$ cat config.mk
export PLATFORM = sky130hd
export DESIGN_NAME = score_bcd_display
export DESIGN_NICKNAME = d
export VERILOG_FILES = /design/src/rtl/score_bcd_display.sv
export SDC_FILE = /design/constraint.sdc
export NUM_CORES = 1
export LEC_CHECK = 0
export BUFFER_PORTS_ARGS = -buffer_cell sky130_fd_sc_hd__buf_2
export CORE_UTILIZATION = 40
export CTS_CLUSTER_DIAMETER = 80
export CTS_CLUSTER_SIZE = 30
export DETAILED_ROUTE_END_ITERATION = 16
export HOLD_SLACK_MARGIN = 0.03
export PLACE_DENSITY_LB_ADDON = 0.3
export SYNTH_ARGS = -nofsm -noshare
export SYNTH_HDL_FRONTEND = slang
export SYNTH_SLANG_ARGS = --single-unit
export TNS_END_PERCENT = 100
$ cat constraint.sdc
create_clock -name CLK -period 2.5 [get_ports CLK]
set_clock_uncertainty 0.05 [all_clocks]
set_input_delay 0.5 -clock CLK [delete_from_list [all_inputs] [get_ports CLK]]
set_output_delay 0.5 -clock CLK [all_outputs]
set_load 0.02 [all_outputs]
$ cat src/rtl/score_bcd_display.sv
// BCD score counter with synchronised increment input, sticky win flag and a
// time-multiplexed, active-low seven-segment display driver.
module score_bcd_display #(
  parameter int          NUM_DIGITS = 2,
  parameter logic [15:0] WIN_SCORE  = 16'h0010,
  parameter int          STROBE_MAX = 99999,
  parameter bit          SATURATE   = 1'b0,
  parameter bit          BLANK_LZ   = 1'b0
) (
  input  logic                    CLK,
  input  logic                    RESET,
  input  logic                    TARGET_REACHED,
  input  logic                    SCORE_CLR,
  output logic [3:0]              SEG_SELECT,
  output logic [6:0]              DEC_OUT,
  output logic [4*NUM_DIGITS-1:0] SCORE_BCD,
  output logic                    GAME_WON
);

  localparam int              SW        = 4 * NUM_DIGITS;
  localparam int              CW        = (STROBE_MAX > 0) ? $clog2(STROBE_MAX + 1) : 1;
  localparam logic [SW-1:0]   WIN_VAL   = WIN_SCORE[SW-1:0];
  localparam logic [SW-1:0]   ALL_NINES = {NUM_DIGITS{4'h9}};

  function automatic logic [6:0] seg7(input logic [3:0] d);
    case (d)
      4'd0:    seg7 = 7'b1000000;
      4'd1:    seg7 = 7'b1111001;
      4'd2:    seg7 = 7'b0100100;
      4'd3:    seg7 = 7'b0110000;
      4'd4:    seg7 = 7'b0011001;
      4'd5:    seg7 = 7'b0010010;
      4'd6:    seg7 = 7'b0000010;
      4'd7:    seg7 = 7'b1111000;
      4'd8:    seg7 = 7'b0000000;
      4'd9:    seg7 = 7'b0010000;
      default: seg7 = 7'b1111111;
    endcase
  endfunction

  logic          sync_meta, sync_q, sync_prev;
  logic          inc_pulse;
  logic [SW-1:0] score_q, score_inc;
  logic          won_q;
  logic [CW-1:0] strobe_cnt;
  logic [1:0]    digit_idx;
  logic [3:0]    digit_val;
  logic          digit_blank;
  logic [3:0]    seg_next;

  // Two-flop synchroniser, third flop remembers the previous level for edge detection.
  // NOTE: sequential state uses non-blocking assignments so every flop samples pre-edge values.
  always_ff @(posedge CLK) begin
    if (RESET) begin
      sync_meta <= 1'b0;
      sync_q    <= 1'b0;
      sync_prev <= 1'b0;
    end else begin
      sync_meta <= TARGET_REACHED;
      sync_q    <= sync_meta;
      sync_prev <= sync_q;
    end
  end

  assign inc_pulse = sync_q & ~sync_prev;

  // Decimal ripple: a digit steps only while every digit below it is rolling over from 9.
  // NOTE: every always_comb output gets a default first so no path can infer a latch.
  always_comb begin
    logic carry;
    score_inc = score_q;
    carry     = 1'b1;
    for (int k = 0; k < NUM_DIGITS; k++) begin
      if (carry) begin
        if (score_q[4*k +: 4] == 4'd9) begin
          score_inc[4*k +: 4] = 4'd0;
        end else begin
          score_inc[4*k +: 4] = score_q[4*k +: 4] + 4'd1;
          carry               = 1'b0;
        end
      end
    end
    if (SATURATE && (score_q == ALL_NINES)) score_inc = score_q;
  end

  always_ff @(posedge CLK) begin
    if (RESET) begin
      score_q <= '0;
      won_q   <= 1'b0;
    end else if (SCORE_CLR) begin
      score_q <= '0;
      won_q   <= 1'b0;
    end else if (inc_pulse && !won_q) begin
      score_q <= score_inc;
      if ((WIN_VAL != '0) && (score_inc == WIN_VAL)) won_q <= 1'b1;
    end
  end

  always_ff @(posedge CLK) begin
    if (RESET) begin
      strobe_cnt <= '0;
      digit_idx  <= 2'd0;
    end else if (strobe_cnt == CW'(STROBE_MAX)) begin
      strobe_cnt <= '0;
      digit_idx  <= (digit_idx == 2'(NUM_DIGITS - 1)) ? 2'd0 : digit_idx + 2'd1;
    end else begin
      strobe_cnt <= strobe_cnt + 1'b1;
    end
  end

  // Scan from the top digit down so leading-zero status is known when the selected digit is reached.
  always_comb begin
    logic higher_zero;
    digit_val   = 4'd0;
    digit_blank = 1'b0;
    higher_zero = 1'b1;
    for (int k = NUM_DIGITS - 1; k >= 0; k--) begin
      higher_zero = higher_zero & (score_q[4*k +: 4] == 4'd0);
      if (digit_idx == 2'(k)) begin
        digit_val   = score_q[4*k +: 4];
        digit_blank = BLANK_LZ && (k != 0) && higher_zero;
      end
    end
    seg_next            = 4'b1111;
    seg_next[digit_idx] = 1'b0;
  end

  always_ff @(posedge CLK) begin
    if (RESET) begin
      SEG_SELECT <= 4'b1110;
      DEC_OUT    <= 7'b1000000;
    end else begin
      SEG_SELECT <= seg_next;
      DEC_OUT    <= digit_blank ? 7'b1111111 : seg7(digit_val);
    end
  end

  assign SCORE_BCD = score_q;
  assign GAME_WON  = won_q;

endmodule

==> Word-level counts from Yosys, hierarchy flattened <==
Memory sizes are Yosys's and may differ from the RTL's. A register that Yosys moved wholly into a read port is not among the register bits.
Index checks and enable logic that the tools add are counted.
Widths: inputs -> output; s select.
{ "op_classes": {"add_sub_neg": 4, "mul": 0, "div_mod_pow": 0, "n_lt_le_gt_ge": 2, "eq_ne": 5, "n_shift": 0, "n_mux": 9, "bitwise": 3, "reduce_logical": 7} }
{ "ops": {"columns": ["cell", "n"], "rows": [
  ["$mux 4", 5],
  ["$add 17x1->17 const B", 1],
  ["$eq 17x17->1 const B", 1],
  ["$add 4x1->4 const B", 2],
  ["$eq 4x4->1 const B", 2],
  ["$eq 8x5->1 const B", 1],
  ["$not 4->4", 1],
  ["$reduce_or 2->1", 2],
  ["$lt 2x3->1 const B", 1],
  ["$add 2x1->2 const B", 1],
  ["$demux 1 s2", 1],
  ["$eq 2x1->1 const B", 1],
  ["$ge 2x1->1 const B", 1],
  ["$logic_and 1x1->1", 2],
  ["$logic_not 2->1", 1],
  ["$mux 1", 2],
  ["$mux 2", 1],
  ["$reduce_and 2->1", 1],
  ["$and 1x1->1", 1],
  ["$logic_not 1->1", 1],
  ["$not 1->1", 1]
]} }
{ "word_totals": {"regBits": 35, "latchBits": 0, "ramBits": 0, "romBits": 112, "inputBits": 4, "out_inout_bits": 20, "memories": 1} }
{ "memory_table": {"columns": ["name", "depth", "width", "rd", "rd_ports_with_merged_regs", "write_ports", "line_no", "text"], "rows": [
  ["(no name shown)", 16, 7, 1, 1, 0, "26", "case (d)"]
]} }

==> Logic depth before layout (Yosys ltp) <==
Gate-level depths: netlist (run 1).
{ "depth": {"ltp_word": 5, "mapped_depth": 8} }

==> Worst setup path after synthesis (run 1) <==
Ideal clock, no wire load.
{ "synth_path": {"path_kind": "register -> register", "from": "register score_q[5], in the netlist SCORE_BCD[5]", "to": "register DEC_OUT[1]", "setup_ns": 0.131, "t_arrival_ns": 1.794, "required_time_ns": 2.319, "slack_ns": 0.525, "stages_incl_launch_ff": 8, "synth_period_minus_slack_ns": 1.975, "cell_sequence": "dfxtp_1 -> clkbuf_1 -> mux2i_1 -> nor2_1 -> inv_1 -> ha_1 -> o21ai_0 -> a21oi_1"} }
{ "synth_between": {"elab_chain_len": 2} }
{ "synth_rtl": {"columns": ["element", "line_no", "text"], "rows": [
  ["start: declaration", "43", "logic [SW-1:0] score_q, score_inc;"],
  ["start signal: assignment", "94", "score_q <= score_inc;"],
  ["$mux 4 (2 in series)", "119", "if (digit_idx == 2'(k)) begin"],
  ["end: declaration", "15", "output logic [6:0] DEC_OUT,"]
]} }
Every way passes these cells.
A chain may end at the register's enable or synchronous reset.

==> Final worst setup path (run 1) <==
{ "layout_path": {"from": "register digit_idx[0]", "to": "register DEC_OUT[1]"} }
{ "layout_between": {"elab_chain_len": 3, "elab_cells_between_ends": 4, "classes_between": "eq/ne (1); mux (2); reduce/logical (1)"} }
{ "layout_rtl": {"columns": ["element", "line_no", "text"], "rows": [
  ["start: declaration", "46", "logic [1:0] digit_idx;"],
  ["start signal: assignment", "105", "digit_idx <= (digit_idx == 2'(NUM_DIGITS - 1)) ? 2'd0 : digit_idx + 2'd1;"],
  ["$eq 2x1->1", "119", null],
  ["$mux 4", "119", null],
  ["$mux 4 *", "119", null]
]} }
Mark *: on every way between the ends. The rest lies on a longest branch, timed or not.

==> summary.md, run 1 <==
| Metric | Value |
|---|---|
| Post_cts resized | 0 |
| Ys Warns | 0 |
| HP Start | TARGET_REACHED |
| Slew headroom | 0.6224 |
| Clock network latency to the later pin of the worst-skew pair | between 0.2 and 0.3 ns |
| TNS Setup | 0 ns |
| FF/Latch Area | 840.8 um2 |
| Power density over the cells | approximately 510 nW/um2 |
| Residual DRC | 0 |
| Max IR drop VDD | about 0.00022 V |
| CP required | between 2 and 3 ns |
| H-tree depth | 2 |
| RSZ-0062 raised after global routing | no |
| Post-Route WL | 3.428 mm |
| Core area | around 4700 um2 |
| Cts bufs inserted | 5 |
| Antenna cells | 0 |
| IO Count | 24 |
| # hold bufs at CTS | 0 |
| TritonCTS Sinks | 42 |
| Placed cell area | 2118 um2 |
| Mapped cell area | 1963 um2 |
| CP Capture Point | DEC_OUT[1] |
| Clk pin slew, worst setup/hold paths | 0.08 ns |
| Reg2Reg Depth | 6 |
| DRT antenna net count | 0 |
| Worst min path class | primary input to register |
| EDFF count, synth | 0 |
| Final Cycle Share | 0.8594 |
| First-pass GRT wire length | 5.927 mm |
| Slew Limit Fails | 0 |
| Max Fanout on Critical Path | 10 |
| Post-Synthesis Cells | between 200 and 250 |
| # fillers | 439 |
| Vias per cell | slightly below 5 |
| DIE HEIGHT | 72.06 um |
| CTS tree | yes |
| Tot GR Track Use | 0.1447 |
| Layout cells sized above 1 | 0.1701 |
| Crit path kind | register to register |
| FF-to-FF End | DEC_OUT[1] |
| Seq cells post-synth | between 40 and 50 |
| Dpl hpwl | between 2 and 2.5 mm |
| Placer Congestion | 0.7738 |
| Syn Area/Cell | 8.923 um2 |
| Multi-input logic area | roughly 1000 um2 |
| Final hold viol count | 0 |
| Overflow after GRT | 0 |
| Register area share after synthesis | 0.4283 |
| Syn nets | 230 |
| Vias | 1,515 |
| FF-to-FF Start | digit_idx[0] |
| Unique cell type count in the Yosys netlist | 45 |
| Vias in the first global route | 1,320 |
| Root buffer selected by CTS | clkbuf_8 |
| First drt pass iteration count | 4 |
| Pin count of the biggest net entering global routing | 21 |
| Async SR Flop Fraction | 0 |
| Actual slew at the worst max-slew pin | 0.5664 ns |
| Initial Util | 0.4156 |
| Kind of start point of the critical path | register |
| Final setup fails | 0 |
| Nets | 250 |
| Post-synth top flop | dfxtp_1 |
| IO buf count | 23 |
| CTS max path bufs | 2 |
| Max Cap Viol | 0 |
| Crit. End Element | register |
| R2R Setup Slk | ~0.35 ns |
| Area added between synthesis and finish | 12.30% |
| Worst Setup SP | digit_idx[0] |
| Routed len/inst | 11.13 um |
| Peak Freq | about 470 MHz |
| Final Cell Area | 2205 um2 |
| FP Rows | 25 |
| Initial antenna violation count | 0 |
| Status | finished clean |
| Die area | 5192 um2 |
| Final min period | 2.148 ns |
| Critical Path AT | roughly 2.3 ns |
| Initial DRC count | 103 |
| Setup Fix Bufs, Post-CTS | 0 |
| Die Width | approximately 72 um |
| Leak | 0.8260 nW |
worst min-delay path by stage:
| stage | end | slack [ns] | depth (start not counted) |
|---|---|---|---|
| finish | sync_meta | 0.38 | 2 |
| global route | sync_meta | 0.36 | 2 |
| CTS | sync_meta | 0.37 | 2 |
| detailed placement | sync_q | 0.38 | 1 |
| global placement | sync_q | 0.37 | 1 |
| floorplan | sync_q | 0.36 | 1 |
Yosys cell counts, types with 2 or more instances:
master / number / area (um2)
buf_2: 2 / 10.01
nand4b_1: 3 / 26.28
nor3b_1: 2 / 15.01
clkbuf_1: 7 / 26.28
inv_1: 8 / 30.03
or2_2: 4 / 25.02
a21oi_1: 10 / 50.05
mux2i_1: 9 / 90.09
or3_1: 3 / 18.77
a221oi_1: 3 / 26.28
nor3_1: 5 / 25.02
o21ai_0: 7 / 35.03
xnor2_1: 13 / 113.9
nor4_1: 4 / 25.02
nor2b_1: 5 / 31.28
and3_1: 3 / 18.77
nand2_1: 11 / 41.29
nand4bb_1: 2 / 22.52
dfxtp_1: 42 / 840.8
nand3_1: 6 / 30.03
ha_1: 6 / 75.07
nor2_1: 34 / 127.6
nand4_1: 5 / 31.28
xor2_1: 5 / 43.79
state kept, by name (all words and copies together), names as in the netlist:
register and flops:
sync_prev 1, SEG_SELECT 4, digit_idx 2, sync_q 1
SCORE_BCD 8, DEC_OUT 7, GAME_WON 1, strobe_cnt 17
sync_meta 1
stage by stage:
| step | util | hold WS (ns) | setup slack [ns] | total power, mW | instances |
|---|---|---|---|---|---|
| after floorplan | - | 0.3638 | 0.5247 | 0.7259 | 220 |
| after global placement | 0.4485 | 0.3687 | 0.4691 | 0.7320 | 300 |
| after detailed placement | 0.4485 | 0.3779 | 0.3901 | 0.7328 | 300 |
| after CTS | 0.4668 | 0.3720 | 0.3692 | 1.151 | 308 |
| after global routing | 0.4668 | 0.3590 | 0.1819 | 1.197 | 308 |
| final | 0.4668 | 0.3764 | 0.3515 | 1.134 | 308 |
layout make-up:
cell class / instances / share of cell area
clock buffers: 6 / 0.03292
repair buffers: 25 / 0.05902
clock inverters: 2 / 0.006243
flip-flops and latches: 42 / 0.3814
multi-input cells: 158 / 0.4688
inverters: 8 / 0.01362
well taps: 67 / 0.03803
power by group:
part           leakage [nW]  internal, mW  switching (mW)
combinational         0.441        0.0128          0.0219
clock                0.0452         0.197           0.220
sequential            0.340         0.676         0.00563
total                 0.826         0.886           0.248
critical path, cell delays in order, from the launching register on:
cell	delay, ns
dfxtp_1	0.59
mux2i_1	0.16
nor2_1	0.43
inv_1	0.19
ha_1	0.35
o21ai_0	0.18
a21oi_1	0.08
cell usage in the layout, fill, tap and decap left out, types with 2 or more instances in the layout:
cell	count
inv_1	8
mux2i_1	9
clkbuf_8	5
nand4_1	5
buf_2	23
nor4_1	4
o21ai_0	7
nand4b_1	3
and3_1	3
nor3b_1	2
xor2_1	5
xnor2_1	13
nor2_1	34
nand2_1	11
or3_1	3
a221oi_1	3
nor2b_1	5
nand3_1	6
ha_1	6
or2_2	4
dfxtp_1	42
buf_4	2
a21oi_1	10
nor3_1	5
nand4bb_1	2
cells by family (layout without fill, tap and decap cells):
group	after synthesis	after routing	synth area share
AO/OA/AOI/OAI	26	26	0.08286
XOR/XNOR	18	18	0.08031
adder cells (fa/ha/maj)	6	6	0.03824
buffers and inverters	20	41	0.04525
flip-flops	42	42	0.4283
multiplexers	9	9	0.04589
AND/OR/NAND/NOR	99	99	0.2792
metal layers:
metal	vias up	track usage	wire length, um
met3	2	0.05139	126
met4	0	0.03268	19
met5	-	0	0
met1	685	0.2002	1782
met2	28	0.2170	1500
li1	800	-	-
No activity file was read; power rests on OpenSTA's default activity.
==> run 2: changes to the inputs <==
--- a/config.mk
+++ b/config.mk
@@ -12,6 +12,7 @@
 export DETAILED_ROUTE_END_ITERATION = 16
 export HOLD_SLACK_MARGIN = 0.03
 export PLACE_DENSITY_LB_ADDON = 0.3
+export REMOVE_ABC_BUFFERS = 1
 export SYNTH_ARGS = -nofsm -noshare
 export SYNTH_HDL_FRONTEND = slang
 export SYNTH_SLANG_ARGS = --single-unit
==> summary.md, run 2 (synthesis gave the netlist of run 1 again) <==
| Metric | Value |
|---|---|
| Commonest non-fill, non-tap cell in the layout | dfxtp_1 |
| Initial antenna violation count | 0 |
| Die Width | 72.06 um |
| Area added between synthesis and finish | 12.56% |
| Finished Core Util | 0.4678 |
| H-tree depth | 2 |
| IO buf count | 23 |
| Initial Util | 0.4156 |
| Most flops, register | strobe_cnt |
| Cts bufs inserted | 5 |
| Max IR drop VDD | approximately 0.00027 V |
| Vias per cell | 4.964 |
| Commonest cells after routing, fill and taps aside | dfxtp_1, nor2_1, buf_2 |
| Setup Fix Bufs, Post-CTS | 0 |
| First drt pass iteration count | 4 |
| Slew Limit Fails | 0 |
| Final setup fails | 0 |
| Status | finished clean |
| Final hold viol count | 0 |
| Switching share of power | 0.2174 |
| Core area | ~4700 um2 |
| Power density over the cells | 527.1 nW/um2 |
| Number of flip-flops in the largest register | 17 |
| Vias | ~1.5k |
| Vias in the first global route | 1,345 |
| Final hold slack | 0.3568 ns |
| # fillers | 466 |
| Nets | 250 |
| Slew headroom | 0.6185 |
| Final Cycle Share | 0.8278 |
| Max Fanout on Critical Path | 10 |
| IO Count | 24 |
| CTS max path bufs | 2 |
| Antenna cells | 0 |
| RSZ-0062 raised after global routing | no |
| Post-Route WL | 3.572 mm |
| Final min period | a little over 2 ns |
| Root buffer selected by CTS | clkbuf_8 |
| Overflow after GRT | 0 |
| Critical Path AT | 2.21 ns |
| DIE HEIGHT | between 70 and 80 um |
| Gate power share | 0.030 |
| Initial DRC count | 81 |
| FP Rows | 25 |
| Setup WS pre-CTS | 0.4434 ns |
| Crit path kind | register to register |
| P_int | ~910 uW |
| DRT antenna net count | 0 |
| Clock power frac | 0.385 |
| Crit. End Element | register |
| Post_cts resized | 0 |
| Die area | 5192 um2 |
| Pin count of the biggest net entering global routing | 21 |
| # hold bufs at CTS | 0 |
| Clk pin slew, worst setup/hold paths | 0.08 ns |
| Worst setup margin | 0.4306 ns |
| Sw power | 253.2 uW |
| Kind of start point of the critical path | register |
| Routed len/inst | around 12 um |
| Placer Congestion | 0.7823 |
| Leak | 0.8291 nW |
| TNS Setup | 0 ns |
| Peak Freq | 483.2 MHz |
| Worst min path class | primary input to register |
| First-pass GRT wire length | approximately 6.0 mm |
| Tot GR Track Use | 0.1476 |
| Actual slew at the worst max-slew pin | 0.5723 ns |
| CP required | 2.64 ns |
| CTS tree | yes |
| Dpl hpwl | between 2 and 2.5 mm |
| Max Cap Viol | 0 |
| Sequential share of power | 0.585 |
| TritonCTS Sinks | 42 |
| Clock network latency to the later pin of the worst-skew pair | 0.29 ns |
| Layout cells sized above 1 | 0.1701 |
| Residual DRC | 0 |
## run 2: per-layer routing
metal / share of wire / wire length (um) / global-route usage / up-vias
li1: - / - / - / 796
met1: 0.51 / 1815 / 0.1965 / 693
met2: 0.43 / 1526 / 0.2201 / 34
met3: 0.047 / 169 / 0.04444 / 6
met4: 0.017 / 61 / 0.06754 / 0
met5: 0 / 0 / 0 / -
## run 2: worst paths after layout
kind	start	endpoint	depth (start not counted)	slack, ns
max	digit_idx[0]	DEC_OUT[3]	5	0.43
min	TARGET_REACHED	sync_meta	2	0.36
max reg2reg	digit_idx[0]	DEC_OUT[3]	5	0.43
min reg2reg	sync_meta	sync_q	1	0.39
## run 2: worst max-delay path, cell delays in order (launching register included)
cell,delay [ns]
dfxtp_1,0.57
mux2i_1,0.14
nor2_1,0.39
inv_1,0.18
ha_1,0.34
a221oi_1,0.27
## run 2: metrics by stage
step / area (um2) / instances / power [mW]
after floorplan: 1904 / 208 / 0.7190
after global placement: 2118 / 300 / 0.7318
after detailed placement: 2118 / 300 / 0.7324
after CTS: 2210 / 308 / 1.187
after global routing: 2210 / 308 / 1.216
final: 2210 / 308 / 1.165
## run 2: final cells by class
type                       instances  area, um2  share of cell area
multi-input combinational        158       1033              0.4677
clock buffer                       7      86.33             0.03907
sequential                        42      840.8              0.3805
clock inverter                     1      5.005            0.002265
tap                               67      83.83             0.03794
inverter                           8      30.03             0.01359
timing repair buffer              25      130.1             0.05889
## run 2: power groups by stage
| stage | registers [mW] | logic, mW | clock network (mW) |
|---|---|---|---|
| finish | 0.682 | 0.0348 | 0.448 |
| global route | 0.682 | 0.0408 | 0.493 |
| CTS | 0.682 | 0.0354 | 0.470 |
| detailed placement | 0.697 | 0.0351 | 0 |
| global placement | 0.697 | 0.0345 | 0 |
| floorplan | 0.698 | 0.0208 | 0 |
